## config.mk

```make
export PLATFORM = sky130hd
export DESIGN_NAME = alu_arbiter
export DESIGN_NICKNAME = d
export VERILOG_FILES = /design/src/rtl/alu_arbiter.sv
export SDC_FILE = /design/constraint.sdc
export NUM_CORES = 1
export LEC_CHECK = 0
export ABC_CLOCK_PERIOD_IN_PS = 4800
export BUFFER_PORTS_ARGS = -buffer_cell sky130_fd_sc_hd__buf_2
export CAP_MARGIN = 15
export CORE_MARGIN = 5
export CORE_UTILIZATION = 48
export DETAILED_ROUTE_END_ITERATION = 12
export PLACE_DENSITY_LB_ADDON = 0.25
export SLEW_MARGIN = 20
export SYNTH_ARGS = -nofsm -noshare
export SYNTH_HDL_FRONTEND = slang
export SYNTH_SLANG_ARGS = --single-unit
```

## constraint.sdc

```tcl
create_clock -name clk -period 4.8 [get_ports clk]
set_clock_uncertainty 0.2 [all_clocks]
set_input_delay 0 -clock clk [delete_from_list [all_inputs] [get_ports clk]]
set_output_delay 0 -clock clk [all_outputs]
set_load 0.05 [all_outputs]
```

## src/rtl/alu_arbiter.sv

```systemverilog
// alu_arbiter: two-requester front end for one shared combinational ALU.
// A requester is granted in IDLE, the registered ALU drive is held for one
// EXEC cycle, and the captured result is presented in RESP until consumed.
// Illegal opcodes never disturb the ALU drive; they return err=1, result=0.
// Build option: define ALU_ARB_RR_EN for round-robin arbitration; without
// it req0 has fixed priority and no pointer register exists.
// dbg_state exposes the FSM: 0 = IDLE, 1 = EXEC, 2 = RESP.
// Handshakes: a request transfers on a posedge where reqN_valid && reqN_ready;
// a response transfers on a posedge where rsp_valid && rsp_ready; rsp_* are
// held stable while rsp_valid is high and rsp_ready is low.
module alu_arbiter #(
   parameter int DW = 32  // only 32 is supported
) (
   input  logic          clk,
   input  logic          rst_n,
   input  logic          req0_valid,
   input  logic [3:0]    req0_op,
   input  logic [DW-1:0] req0_a,
   input  logic [DW-1:0] req0_b,
   output logic          req0_ready,
   input  logic          req1_valid,
   input  logic [3:0]    req1_op,
   input  logic [DW-1:0] req1_a,
   input  logic [DW-1:0] req1_b,
   output logic          req1_ready,
   output logic [3:0]    alu_op,
   output logic [DW-1:0] alu_din1,
   output logic [DW-1:0] alu_din2,
   input  logic [DW-1:0] alu_result,
   input  logic          alu_zf,
   output logic          rsp_valid,
   output logic          rsp_id,
   output logic [DW-1:0] rsp_result,
   output logic          rsp_zf,
   output logic          rsp_err,
   input  logic          rsp_ready,
   output logic [1:0]    dbg_state
);

   localparam logic [1:0] IDLE = 2'b00;
   localparam logic [1:0] EXEC = 2'b01;
   localparam logic [1:0] RESP = 2'b10;

   logic [1:0]    state_q, state_d;
   logic          grant0, grant1, grant_any;
   logic [3:0]    sel_op;
   logic [DW-1:0] sel_a, sel_b;
   logic          sel_legal;

   logic          id_q;
   logic          ill_q;
   logic [3:0]    alu_op_q;
   logic [DW-1:0] alu_din1_q, alu_din2_q;
   logic          rsp_id_q;
   logic [DW-1:0] rsp_result_q;
   logic          rsp_zf_q;
   logic          rsp_err_q;

   function automatic logic op_legal(input logic [3:0] op);
      case (op)
         4'b0000, 4'b0001, 4'b0010, 4'b0110, 4'b0111, 4'b1100: op_legal = 1'b1;
         default:                                              op_legal = 1'b0;
      endcase
   endfunction

`ifdef ALU_ARB_RR_EN
   // 1 means requester 1 wins the next contention.
   logic rr_q;

   // Round-robin choice; a lone requester always wins.
   always_comb begin
      grant0 = 1'b0;
      grant1 = 1'b0;
      if (rst_n && state_q == IDLE) begin
         if (req0_valid && req1_valid) begin
            grant0 = ~rr_q;
            grant1 = rr_q;
         end else begin
            grant0 = req0_valid;
            grant1 = req1_valid;
         end
      end
   end

   // Pointer moves only on a grant, towards the requester not just served.
   always_ff @(posedge clk or negedge rst_n) begin
      if (!rst_n) begin
         rr_q <= 1'b0;
      end else if (grant_any) begin
         rr_q <= ~grant1;
      end
   end
`else
   // Fixed priority: req0 wins any contention.
   always_comb begin
      grant0 = 1'b0;
      grant1 = 1'b0;
      if (rst_n && state_q == IDLE) begin
         grant0 = req0_valid;
         grant1 = req1_valid & ~req0_valid;
      end
   end
`endif

   assign grant_any  = grant0 | grant1;
   assign req0_ready = grant0;
   assign req1_ready = grant1;

   // Mux the winning request's fields.
   always_comb begin
      sel_op    = req0_op;
      sel_a     = req0_a;
      sel_b     = req0_b;
      if (grant1) begin
         sel_op = req1_op;
         sel_a  = req1_a;
         sel_b  = req1_b;
      end
      sel_legal = op_legal(sel_op);
   end

   // Next-state logic: IDLE -> EXEC on grant, EXEC -> RESP always, RESP -> IDLE on accept.
   always_comb begin
      state_d = state_q;
      case (state_q)
         IDLE:    if (grant_any) state_d = EXEC;
         EXEC:    state_d = RESP;
         RESP:    if (rsp_ready) state_d = IDLE;
         default: state_d = IDLE;
      endcase
   end

   // State register; reset discards any operation in flight.
   always_ff @(posedge clk or negedge rst_n) begin
      if (!rst_n) begin
         state_q <= IDLE;
      end else begin
         state_q <= state_d;
      end
   end

   // Latch the granted request and capture the ALU output at the end of EXEC.
   always_ff @(posedge clk or negedge rst_n) begin
      if (!rst_n) begin
         id_q         <= 1'b0;
         ill_q        <= 1'b0;
         alu_op_q     <= 4'b0000;
         alu_din1_q   <= '0;
         alu_din2_q   <= '0;
         rsp_id_q     <= 1'b0;
         rsp_result_q <= '0;
         rsp_zf_q     <= 1'b0;
         rsp_err_q    <= 1'b0;
      end else begin
         if (grant_any) begin
            id_q  <= grant1;
            ill_q <= ~sel_legal;
            // The ALU drive keeps its previous value for an illegal opcode.
            if (sel_legal) begin
               alu_op_q   <= sel_op;
               alu_din1_q <= sel_a;
               alu_din2_q <= sel_b;
            end
         end
         if (state_q == EXEC) begin
            rsp_id_q <= id_q;
            if (ill_q) begin
               rsp_result_q <= '0;
               rsp_zf_q     <= 1'b0;
               rsp_err_q    <= 1'b1;
            end else begin
               rsp_result_q <= alu_result;
               rsp_zf_q     <= alu_zf;
               rsp_err_q    <= 1'b0;
            end
         end
      end
   end

   assign alu_op     = alu_op_q;
   assign alu_din1   = alu_din1_q;
   assign alu_din2   = alu_din2_q;
   assign rsp_valid  = (state_q == RESP);
   assign rsp_id     = rsp_id_q;
   assign rsp_result = rsp_result_q;
   assign rsp_zf     = rsp_zf_q;
   assign rsp_err    = rsp_err_q;
   assign dbg_state  = state_q;

endmodule

```

==> results of run 1 <==
## metrics by stage
| stage | worst slack [ns] | cell area [um^2] | instances |
|---|---|---|---|
| 3_5_place_dp | 2.062 | 6297 | 854 |
| 2_1_floorplan | 2.559 | 4895 | 470 |
| 3_3_place_gp | 2.230 | 6297 | 854 |
## cell families after synthesis
| family | synth area share, % |
|---|---|
| flip-flops | 54.70 |
| buffers and inverters | 4.269 |
| multiplexers | 13.93 |
| AND/OR/NAND/NOR | 14.29 |
| AO/OA/AOI/OAI | 12.81 |
==> impl_metrics.json, run 1 <==
{
  "yosys-top-cells-area": "dfrtp_1 (55%), mux2i_1 (14%), nand2_1 (7.7%), o21ai_1 (6.4%), nand2b_1 (4.5%)",
  "async_reset_ff_share_pct": 100.0,
  "clk_path_buf_depth": 2,
  "error_line": "[ERROR RSZ-0060] Max buffer count reached.",
  "hold_buffers": 175,
  "yosysMostFrequentCell": "dfrtp_1",
  "die_x_um": 111.0,
  "numCtsBuffers": 9,
  "synth_edf_count": 0,
  "synth_ff_type": "dfrtp_1",
  "synth.largest_area_cell": "dfrtp_1",
  "ys_top_cells_by_count": "dfrtp_1 (107), nand2_1 (100), mux2i_1 (67)",
  "ys_warn_count": 0,
  "gp_congestion": 0.8042,
  "synthDistinctLibCells": 31,
  "synth.cell_area_um2": 4895,
  "row_count": 36,
  "syn_inst": 470,
  "synth_top_area_share_pct": 54.70,
  "cts_setup_buffers": 0,
  "cts_sinks": 107,
  "start_util_pct": 49.62,
  "ys_ff_latch": 107,
  "root_buffer": "clkbuf_8",
  "lastStage": "clock tree synthesis (4_1_cts)",
  "yosysSeqAreaShare_pct": 54.70,
  "hpwlAfterDp_um": 10410,
  "fp.dieH_um": 111.0,
  "status": "aborted with a tool error",
  "synth_area_per_cell_um2": 10.41,
  "num_io_pins": 282,
  "synth_fp_nets": 644,
  "cts_resized": 0,
  "io_buffer_count": 281,
  "cts_htree_levels": 3
}
==> inputs of run 2 (changes only) <==
--- a/config.mk
+++ b/config.mk
@@ -9,9 +9,9 @@
 export BUFFER_PORTS_ARGS = -buffer_cell sky130_fd_sc_hd__buf_2
 export CAP_MARGIN = 15
 export CORE_MARGIN = 5
-export CORE_UTILIZATION = 48
+export CORE_UTILIZATION = 40
 export DETAILED_ROUTE_END_ITERATION = 12
-export PLACE_DENSITY_LB_ADDON = 0.25
+export PLACE_DENSITY_LB_ADDON = 0.15
 export SLEW_MARGIN = 20
 export SYNTH_ARGS = -nofsm -noshare
 export SYNTH_HDL_FRONTEND = slang
==> impl_metrics.json, run 2 <==
{
  "numCtsBuffers": 9,
  "final_cell_mix": "buf_2 (280), dlygate4sd3_1 (175), dfrtp_1 (107), nand2_1 (100), mux2i_1 (67)",
  "drv_slew": 0,
  "status": "completed",
  "rrSetupSlack_ns": 1.49,
  "hold_buffers": 175,
  "first_pass_iters": 5,
  "finalHoldViolations": 0,
  "synth_top_area_share_pct": 54.70,
  "start_util_pct": 40.75,
  "io_buffer_count": 281,
  "arrival_ns": 3.68,
  "clk_path_buf_depth": 2,
  "synthDistinctLibCells": 31,
  "cts_sinks": 107,
  "ys_top_cells_by_count": "dfrtp_1 (107), nand2_1 (100), mux2i_1 (67)",
  "drtIter0Drc": 296,
  "path_max_fanout": 70,
  "fill_cells": 882,
  "diodes": 0,
  "rsz0062_at_grt": "no",
  "wl_per_cell_um": 15.98,
  "clk_pin_slew_worst_paths_ns": 0.07,
  "use_met1_pct": 27.26,
  "grt_pass1_wl_um": 27110,
  "gp_congestion": 0.7732,
  "dieArea_um2": 14550,
  "finalInstanceArea_um2": 8421,
  "syn_inst": 470,
  "row_count": 40,
  "fmax_ghz": 0.2783,
  "cp_slowest_cell": "dlygate4sd3_1",
  "worst_pin_slew_ns": 0.8432,
  "nets": 1082,
  "vdd_drop_max_mv": 0.4641,
  "via_count": 5113,
  "synth_area_per_cell_um2": 10.41,
  "wirelength_um": 16940,
  "antenna_found_initial": 0,
  "layout_commonest_cell": "buf_2",
  "grt_max_degree": 79,
  "die_x_um": 120.6,
  "power.density_nw_per_um2": 586.9,
  "grt_pass1_vias": 5505,
  "cts_tree": "done",
  "grt-ovfl-total": 0,
  "worstPathRequired_ns": 4.88,
  "antenna_left": 0,
  "crit_path_max_incr_delay_ns": 0.55,
  "fp.dieH_um": 120.6,
  "cts_resized": 0,
  "setup_tns_ns": 0,
  "async_reset_ff_share_pct": 100.0,
  "synth.largest_area_cell": "dfrtp_1",
  "cellLeakagePower_nw": 4.649,
  "fin_crit_sh_pct": 74.87,
  "clkLatencyLatePin_ns": 0.34,
  "synth_edf_count": 0,
  "slew_headroom_pct": 43.78,
  "root_buffer": "clkbuf_16",
  "drc_errors": 0,
  "vias_per_cell": 4.824,
  "drive_gt1_share_pct": 33.73,
  "cp-end-kind": "register",
  "ys_warn_count": 0,
  "maxCapViolCount": 0,
  "grtUsageMet2_pct": 39.99,
  "crit_path_start_kind": "input port",
  "hpwlAfterDp_um": 10360,
  "grt.total_usage_pct": 23.39,
  "syn_to_final_growth_pct": 72.03,
  "period_needed_ns": 3.594,
  "crit_type": "in -> reg",
  "grt.busiest_layer": "met2",
  "yosysSeqAreaShare_pct": 54.70,
  "report.final.setup_viol": 0,
  "ys_ff_latch": 107,
  "synth_fp_nets": 644,
  "worstPathCellList": "dlygate4sd3_1 > buf_4 > nor3b_2 > nand3b_1 > buf_6 > nor4_2 > a32o_1 > dlygate4sd3_1 > a22o_1 > dlygate4sd3_1",
  "placed_area_um2": 6355,
  "yosys-top-cells-area": "dfrtp_1 (55%), mux2i_1 (14%), nand2_1 (7.7%), o21ai_1 (6.4%), nand2b_1 (4.5%)",
  "cp_common_cell": "dlygate4sd3_1",
  "num_io_pins": 282,
  "grt_use_met3_pct": 6.361,
  "core_um2": 12010,
  "synth.cell_area_um2": 4895,
  "yosysMostFrequentCell": "dfrtp_1",
  "hp-class": "in -> async",
  "synth_ff_type": "dfrtp_1",
  "cts_htree_levels": 3,
  "cts_setup_buffers": 0
}
-- run 2: cell counts after synthesis --
Identical to the previous run, type by type.
-- run 2: power breakdown --
part	total, mW	switching (mW)	internal [mW]
sequential	1.53	0.240	1.29
combinational	2.66	1.98	0.677
clock	0.748	0.316	0.432
total	4.94	2.54	2.40
-- run 2: path summary, 6_finish.rpt --
kind,from,to,cells past startpoint
setup / recovery,rst_n,alu_op[0]$_DFFE_PN0P_,10
hold / removal,rst_n,alu_din1[2]$_DFFE_PN0P_,2
setup reg to reg,dbg_state[0]$_DFFE_PN0P_,alu_op[0]$_DFFE_PN0P_,8
hold reg to reg,alu_din1[9]$_DFFE_PN0P_,alu_din1[9]$_DFFE_PN0P_,2
max in group asynchronous,rst_n,rsp_result[5]$_DFFE_PN0N_,3
min in group clk,req1_op[2],alu_op[3]$_DFFE_PN0P_,4
-- run 2: per-layer routing --
layer	wire (um)	part of all wire, %
met5	0	0
met4	601	3.5
met3	1312	7.7
met2	8315	49
met1	6714	40
-- run 2: critical path, delay by kind of cell --
kind	cells	cell delay, ns
and+or+nand+nor	3	0.87
AOI/OAI and AO/OA	2	0.27
buffers and inverters	5	2.48
-- run 2: cell type report --
type                            count  area, um^2  share of cell area [%]
Timing Repair Buffer              460        3227                   38.32
Sequential cell                   107        2678                   31.80
Multi-Input combinational cell    327        2016                   23.94
Clock buffer                       12       256.5                   3.046
Tap cell                          147       183.9                   2.184
Clock inverter                      4       48.80                  0.5795
Inverter                            3       11.26                  0.1337
-- run 2: cell families after synthesis --
logic type	synth area share (%)
simple gates	14.29
buf+inv	4.269
flops	54.70
compound gates	12.81
mux	13.93
-- run 2: stage by stage --
stage               util, %  hold slack (ns)  cells  setup WS, ns  power, mW
global route          70.10           0.1013   1060        0.8447      5.199
finish                70.10          0.03433   1060         1.206      4.942
CTS                   70.03          0.05977   1060        0.9559      4.938
floorplan                 -          -0.4956    470         2.559      3.375
detailed placement    52.91          -0.1338    869         2.175      4.047
global placement      52.68          -0.1394    868         2.150      4.004
(Power assumes the default switching activity.)
